===== config.mk =====
export PLATFORM = sky130hd
export DESIGN_NAME = dma_ctrl
export DESIGN_NICKNAME = d
export VERILOG_FILES = /design/src/rtl/dma_ctrl.sv
export SDC_FILE = /design/constraint.sdc
export NUM_CORES = 1
export LEC_CHECK = 0
export ABC_CLOCK_PERIOD_IN_PS = 3710
export CORE_MARGIN = 5
export CORE_UTILIZATION = 45
export CTS_CLUSTER_DIAMETER = 150
export DETAILED_ROUTE_END_ITERATION = 10
export PLACE_DENSITY = 0.87
export SETUP_SLACK_MARGIN = 0.02
export SLEW_MARGIN = 10
export SYNTH_ARGS = -nofsm -noshare
export SYNTH_HDL_FRONTEND = slang
export SYNTH_SLANG_ARGS = --single-unit

===== constraint.sdc =====
create_clock -name clk -period 3.71 [get_ports clk]
set_clock_uncertainty 0.1 [all_clocks]
set_input_delay 0.371 -clock clk [delete_from_list [all_inputs] [get_ports clk]]
set_output_delay 0.371 -clock clk [all_outputs]
set_load 0.05 [all_outputs]

===== src/rtl/dma_ctrl.sv =====
// DMA controller between the core, the shared data SRAM and an external DRAM port.
// Moves dmaWidth words DRAM->SRAM or SRAM->DRAM while stalling the core, then pulses dmaValid.
module dma_ctrl #(
  parameter int DATA_W  = 32,
  parameter int LEN_W   = 10,
  parameter int SRAM_AW = 14
) (
  input  logic               clk,
  input  logic               reset,
  input  logic [1:0]         dmaCmd,
  input  logic [31:0]        dmaSrcAddress,
  input  logic [31:0]        dmaDstAddress,
  input  logic [LEN_W-1:0]   dmaWidth,
  output logic               stall,
  output logic               dmaValid,
  input  logic [31:0]        coreSramAddress,
  input  logic [DATA_W-1:0]  coreSramWriteData,
  input  logic               coreSramWriteEnable,
  output logic [DATA_W-1:0]  coreSramReadData,
  output logic [SRAM_AW-1:0] sramAddress,
  output logic [DATA_W-1:0]  sramWriteData,
  output logic               sramWriteEnable,
  input  logic [DATA_W-1:0]  sramReadData,
  output logic [31:0]        dramAddress,
  output logic               dramReadEnable,
  output logic               dramWriteEnable,
  output logic [DATA_W-1:0]  dramWriteData,
  input  logic [DATA_W-1:0]  dramReadData,
  input  logic               dramReady
);

  typedef enum logic [2:0] {
    IDLE, D2S_RD, D2S_WR, S2D_RD, S2D_WR, DONE
  } stateT;

  typedef enum logic [1:0] {
    CMD_NONE = 2'b00,
    CMD_D2S  = 2'b01,
    CMD_S2D  = 2'b10,
    CMD_RSVD = 2'b11
  } dmaCmdT;

  stateT             state, nextState;
  logic              armed;
  logic [31:0]       src, dst;
  logic [LEN_W-1:0]  len;
  logic [DATA_W-1:0] buffer;
  logic              accept;
  logic              advance;

  // The core address is a full 32-bit byte address; only the low SRAM_AW bits reach the SRAM.
  logic unusedCoreAddrBits;
  assign unusedCoreAddrBits = &{1'b0, coreSramAddress[31:SRAM_AW]};

  assign coreSramReadData = sramReadData;

  assign accept = (state == IDLE) && armed &&
                  (dmaCmd == CMD_D2S || dmaCmd == CMD_S2D);

  // NOTE: every output gets a default before the case so no path leaves a signal
  // unassigned; an unassigned path in always_comb would infer a latch.
  always_comb begin
    nextState       = state;
    advance         = 1'b0;
    stall           = 1'b0;
    dmaValid        = 1'b0;
    dramReadEnable  = 1'b0;
    dramWriteEnable = 1'b0;
    dramAddress     = src;
    dramWriteData   = buffer;
    sramAddress     = coreSramAddress[SRAM_AW-1:0];
    sramWriteData   = coreSramWriteData;
    sramWriteEnable = coreSramWriteEnable;

    unique case (state)
      IDLE: begin
        if (accept) begin
          if (dmaWidth == '0)          nextState = DONE;
          else if (dmaCmd == CMD_D2S)  nextState = D2S_RD;
          else                         nextState = S2D_RD;
        end
      end
      D2S_RD: begin
        stall           = 1'b1;
        dramReadEnable  = 1'b1;
        sramAddress     = dst[SRAM_AW-1:0];
        sramWriteData   = buffer;
        sramWriteEnable = 1'b0;
        if (dramReady) nextState = D2S_WR;
      end
      D2S_WR: begin
        stall           = 1'b1;
        advance         = 1'b1;
        sramAddress     = dst[SRAM_AW-1:0];
        sramWriteData   = buffer;
        sramWriteEnable = 1'b1;
        nextState       = (len == LEN_W'(1)) ? DONE : D2S_RD;
      end
      S2D_RD: begin
        stall           = 1'b1;
        sramAddress     = src[SRAM_AW-1:0];
        sramWriteData   = buffer;
        sramWriteEnable = 1'b0;
        nextState       = S2D_WR;
      end
      S2D_WR: begin
        stall           = 1'b1;
        dramWriteEnable = 1'b1;
        dramAddress     = dst;
        sramAddress     = src[SRAM_AW-1:0];
        sramWriteData   = buffer;
        sramWriteEnable = 1'b0;
        if (dramReady) begin
          advance   = 1'b1;
          nextState = (len == LEN_W'(1)) ? DONE : S2D_RD;
        end
      end
      DONE: begin
        dmaValid  = 1'b1;
        nextState = IDLE;
      end
      default: nextState = IDLE;
    endcase
  end

  // NOTE: state is updated with non-blocking assignments so every register samples
  // the pre-edge values, independent of statement order.
  always_ff @(posedge clk) begin
    if (!reset) begin
      state  <= IDLE;
      armed  <= 1'b1;
      src    <= '0;
      dst    <= '0;
      len    <= '0;
      buffer <= '0;
    end else begin
      state <= nextState;

      // Disarm on completion so a held command cannot restart until it returns to none.
      if (nextState == DONE && state != DONE) armed <= 1'b0;
      else if (dmaCmd == CMD_NONE)            armed <= 1'b1;

      if (accept) begin
        src <= dmaSrcAddress;
        dst <= dmaDstAddress;
        len <= dmaWidth;
      end

      if (state == D2S_RD && dramReady) buffer <= dramReadData;
      if (state == S2D_RD)              buffer <= sramReadData;

      if (advance) begin
        src <= src + 32'd4;
        dst <= dst + 32'd4;
        len <= len - LEN_W'(1);
      end
    end
  end

endmodule


; ---- After elaboration in Yosys (flattened, before gate mapping)
; Index checks and enable logic that the tools add are counted.
[word_totals]
reg_bits = 110
input_bits = 208
output_inout_bits = 147
wordCells = 62
[classes]
addsub = 3
eq_ne = 10
muxes = 28
n_reduce_logical = 15
[ops]
columns = cell, count
row1 = two-way mux 32 bit, 8
row2 = "adder 32 x 3 -> 32 bit, second input constant", 2
row3 = one-hot mux 14 bit (2 select lines), 1
row4 = two-way mux 10 bit, 2
row5 = two-way mux 3 bit, 6
row6 = one-hot mux 3 bit (5 select lines), 1
row7 = "== test 10 x 1 -> 1 bit, second input constant", 1
row8 = logical NOT 10 bit, 1
row9 = "subtractor 10 x 1 -> 10 bit, second input constant", 1
row10 = "== test 3 bit, second input constant", 3
row11 = two-way mux 1 bit, 7
row12 = "== test 3 x 2 -> 1 bit, second input constant", 2
row13 = nonzero test 2 bit, 3
row14 = logical AND 1 bit, 4
row15 = one-hot mux 1 bit (2 select lines), 2
row16 = OR reduction 2 bit, 2
row17 = OR reduction 4 bit, 1
row18 = "== test 3 x 1 -> 1 bit, second input constant", 1
row19 = logical NOT 3 bit, 1
row20 = "inequality test 3 bit, second input constant", 1
row21 = OR reduction 3 bit, 1
row22 = "== test 2 x 1 -> 1 bit, second input constant", 1
row23 = "== test 2 bit, second input constant", 1
row24 = logical NOT 2 bit, 1
row25 = 2 further kinds, 2

; ---- Logic depth before layout (Yosys ltp)
[logic_depth]
ltp_word = 8
ltp_mapped = 9
mapped_depth_nobuf = 7

; ---- Worst setup path before layout
; OpenSTA, ideal clock, no wires.
[synth_path]
path_kind = flip-flop to output port
start = register state[1]
end = output port dramAddress[26]
arrival_ns = 2.228
required_ns = 3.239
path_slack_ns = 1.011
path_stages_with_launch = 6
path_buffers = 2
cell_sequence = dfxtp_1 > buf_2 > nor2_2 > nand2_1 > clkbuf_1 > o21ai_0
[synth_between]
elab_chain_len = 2
[synth_lines]
columns = item, line
row1 = "start, declared", 43  ; stateT state, nextState;
row2 = "start signal, assigned", 137  ; state <= nextState;
row3 = == test 3 bit, 75  ; unique case (state)
row4 = two-way mux 32 bit, 75
row5 = "end, declared", 24  ; output logic [31:0] dramAddress,
; No other way between the ends.

; ---- Worst setup path after layout
[layout_path]
start = register state[1]
end = output port sramWriteData[14]
[layout_between]
elab_chain_len = 3
elab_cells_between_ends = 6
[layout_lines]
columns = item, line
row1 = == test 3 x 1 -> 1 bit (tied with other cells), 75
row2 = OR reduction 4 bit (no line) (*), --
row3 = two-way mux 32 bit (*), 75
row4 = "end, declared", 21  ; output logic [DATA_W-1:0] sramWriteData,
; Mark *: on every way between the ends. The rest lies on a longest branch, timed or not.

==> reports/qor.csv <==
metric,value,unit
status,completed,
avgSynthCellArea,7.76,um2
cts_root_buf,clkbuf_16,
final_area,0.0113,mm2
ys_ff_latch,110,
overflow,0,
relSlewSlack,45.9,%
synth-async-reset-ratio,0,%
clock_sinks,110,
worst_slew_pin_slew,0.806,ns
clockBufferDepth,2,
hold_class,reg -> reg,
synth-edff-count,0,
syn2layout_area_growth,53.0,%
rows,47,
io_pins,355,
cts_tree,built,
die_width,138,um
synth_cell_type_count,74,
cts_buffers,9,
routedWlPerCell,22.1,um
setup-tns-final,0,ns
dpl_cell_area,0.0110,mm2
clk_pin_slew,0.08,ns
drt_wl_total,32.2,mm
yosysSeqAreaShare,29.7,%
end_kind,output pin,
critical_path_class,reg -> out,
synth_nets,1170,
track_usage,31.8,%
die_area,0.0191,mm2
synth_area,0.00741,mm2
viasPerCell,6.01,
syn_inst,956,
dp_hpwl,24.7,mm
post-place-ws,0.833,ns
grt_first_pass_wirelength,48.6,mm
drt_iter0_markers,907,
power.density,541,mW/mm2
die_h,138,um
drive_gt1_share,11.4,%
cp-start-kind,register,
drc,0,
clkLatencyLatePin,0.37,ns
ant_nets,0,
fmax,0.325,GHz
period_needed,3.08,ns
antenna_found_initial,2,
cts_resized,0,
leakagePower,4.30,nW
period_share,82.9,%
grt_pass1_vias,8023,
hold_buffers,0,
route.vias.total,8739,
rsz0062_at_grt,false,
crit_required,3.24,ns
drv_slew,0,
cts_setup_buffers,0,
finalNetCount,1440,
gp_congestion,0.915,
initial_core_util,45.4,%
final_common_cell,clkdlybuf4s50_1,
setup_viol,0,
core,0.0163,mm2
critPathMaxFanout,33,
layout_common_cells,"291 x clkdlybuf4s50_1, 157 x nand2_1, 110 x dfxtp_1",
ir_drop,0.000332,V
arrival,2.60,ns
portBuffers,336,
grt_max_degree,52,
yosysWarningCount,0,
hold_viol,0,
firstDrtPassIters,6,
cap_violations,0,
final.setup.worst_slack,0.634,ns
synth_flop_cell,dfxtp_1,
cts_max_level,3,
## worst max-delay path, cell delays in order, from the launching register on
cell and delay (ns):
dfxtp_1 0.33, nor2_2 0.18, xnor2_2 0.12, buf_4 0.43, mux2_2 0.40, clkdlybuf4s50_1 0.78
## per-stage QoR
| step | std cells | total power, mW | util, % | hold WS, ns |
|---|---|---|---|---|
| 2_1_floorplan | 956 | 3.74 | - | 0.347 |
| 3_3_place_gp | 1435 | 5.02 | 67.4 | 0.358 |
| 3_5_place_dp | 1435 | 5.07 | 67.4 | 0.363 |
| 4_1_cts | 1451 | 6.12 | 69.3 | 0.376 |
| 5_1_grt | 1453 | 6.38 | 69.4 | 0.414 |
| 6_report | 1454 | 6.14 | 69.4 | 0.376 |
## registers in the layout, summed over array words and instances (netlist names)
signal	flops
dramWriteData	32
dst	32
src	32
state	3
armed	1
len	10
## cells by family after synthesis
group                    count (synthesis)  synth area share (%)
multiplexers                            76                  11.0
adder cells (fa/ha/maj)                  6                  1.01
XOR/XNOR                                15                  1.77
buffers and inverters                  117                  8.20
AO/OA/AOI/OAI                          252                  23.0
AND/OR/NAND/NOR                        380                  25.3
flip-flops                             110                  29.7
## routing by layer
metal | global-route usage [%] | up-vias | wire length [um]
li1 | - | 4017 | -
met1 | 39.0 | 4067 | 12000
met2 | 53.6 | 572 | 15600
met3 | 8.60 | 83 | 3240
met4 | 11.3 | 0 | 1260
met5 | 0 | - | 0
## synth_stat cells, types with 9 or more instances
| cell | instances | area (um2) |
|---|---|---|
| a211oi_1 | 34 | 255 |
| a21oi_1 | 50 | 250 |
| a22oi_1 | 9 | 67.6 |
| a2bb2oi_1 | 9 | 78.8 |
| a31oi_1 | 13 | 81.3 |
| and3_1 | 18 | 113 |
| buf_2 | 24 | 120 |
| buf_4 | 37 | 278 |
| clkbuf_1 | 37 | 139 |
| dfxtp_1 | 110 | 2200 |
| inv_1 | 17 | 63.8 |
| mux2_1 | 12 | 135 |
| mux2_2 | 30 | 338 |
| mux2i_1 | 34 | 340 |
| nand2_1 | 157 | 589 |
| nand3_1 | 43 | 215 |
| nand4_1 | 21 | 131 |
| nor2_1 | 67 | 251 |
| nor3_1 | 14 | 70.1 |
| nor4_1 | 10 | 62.6 |
| o211ai_1 | 10 | 75.1 |
| o21a_1 | 20 | 150 |
| o21ai_0 | 40 | 200 |
| o21ai_1 | 10 | 50.1 |
| o221ai_1 | 10 | 87.6 |
| o22ai_1 | 17 | 106 |
| xnor2_1 | 12 | 105 |
## power by group
group          internal (mW)  leakage [nW]  switching [mW]
registers               1.36         0.902           0.232
clock network          0.542         0.156           0.517
logic                   1.32          3.24            2.16
## final timing paths
kind,startpoint,end,slack [ns],depth (start not counted)
max,state[1],sramWriteData[14],0.63,5
max reg2reg,state[2],dst[19],1.10,7
min,dst[1],dst[1],0.38,2
min reg2reg,dst[1],dst[1],0.38,2
## final cells by class
type	count	area [um2]
Antenna cell	3	7.51
Clock buffer	9	225
Clock inverter	7	88.8
Fill cell	1313	5010
Inverter	17	63.8
Multi-Input combinational cell	729	4620
Sequential cell	110	2200
Tap cell	220	275
Timing Repair Buffer	359	3860
Power figures use the tool's default switching activity.
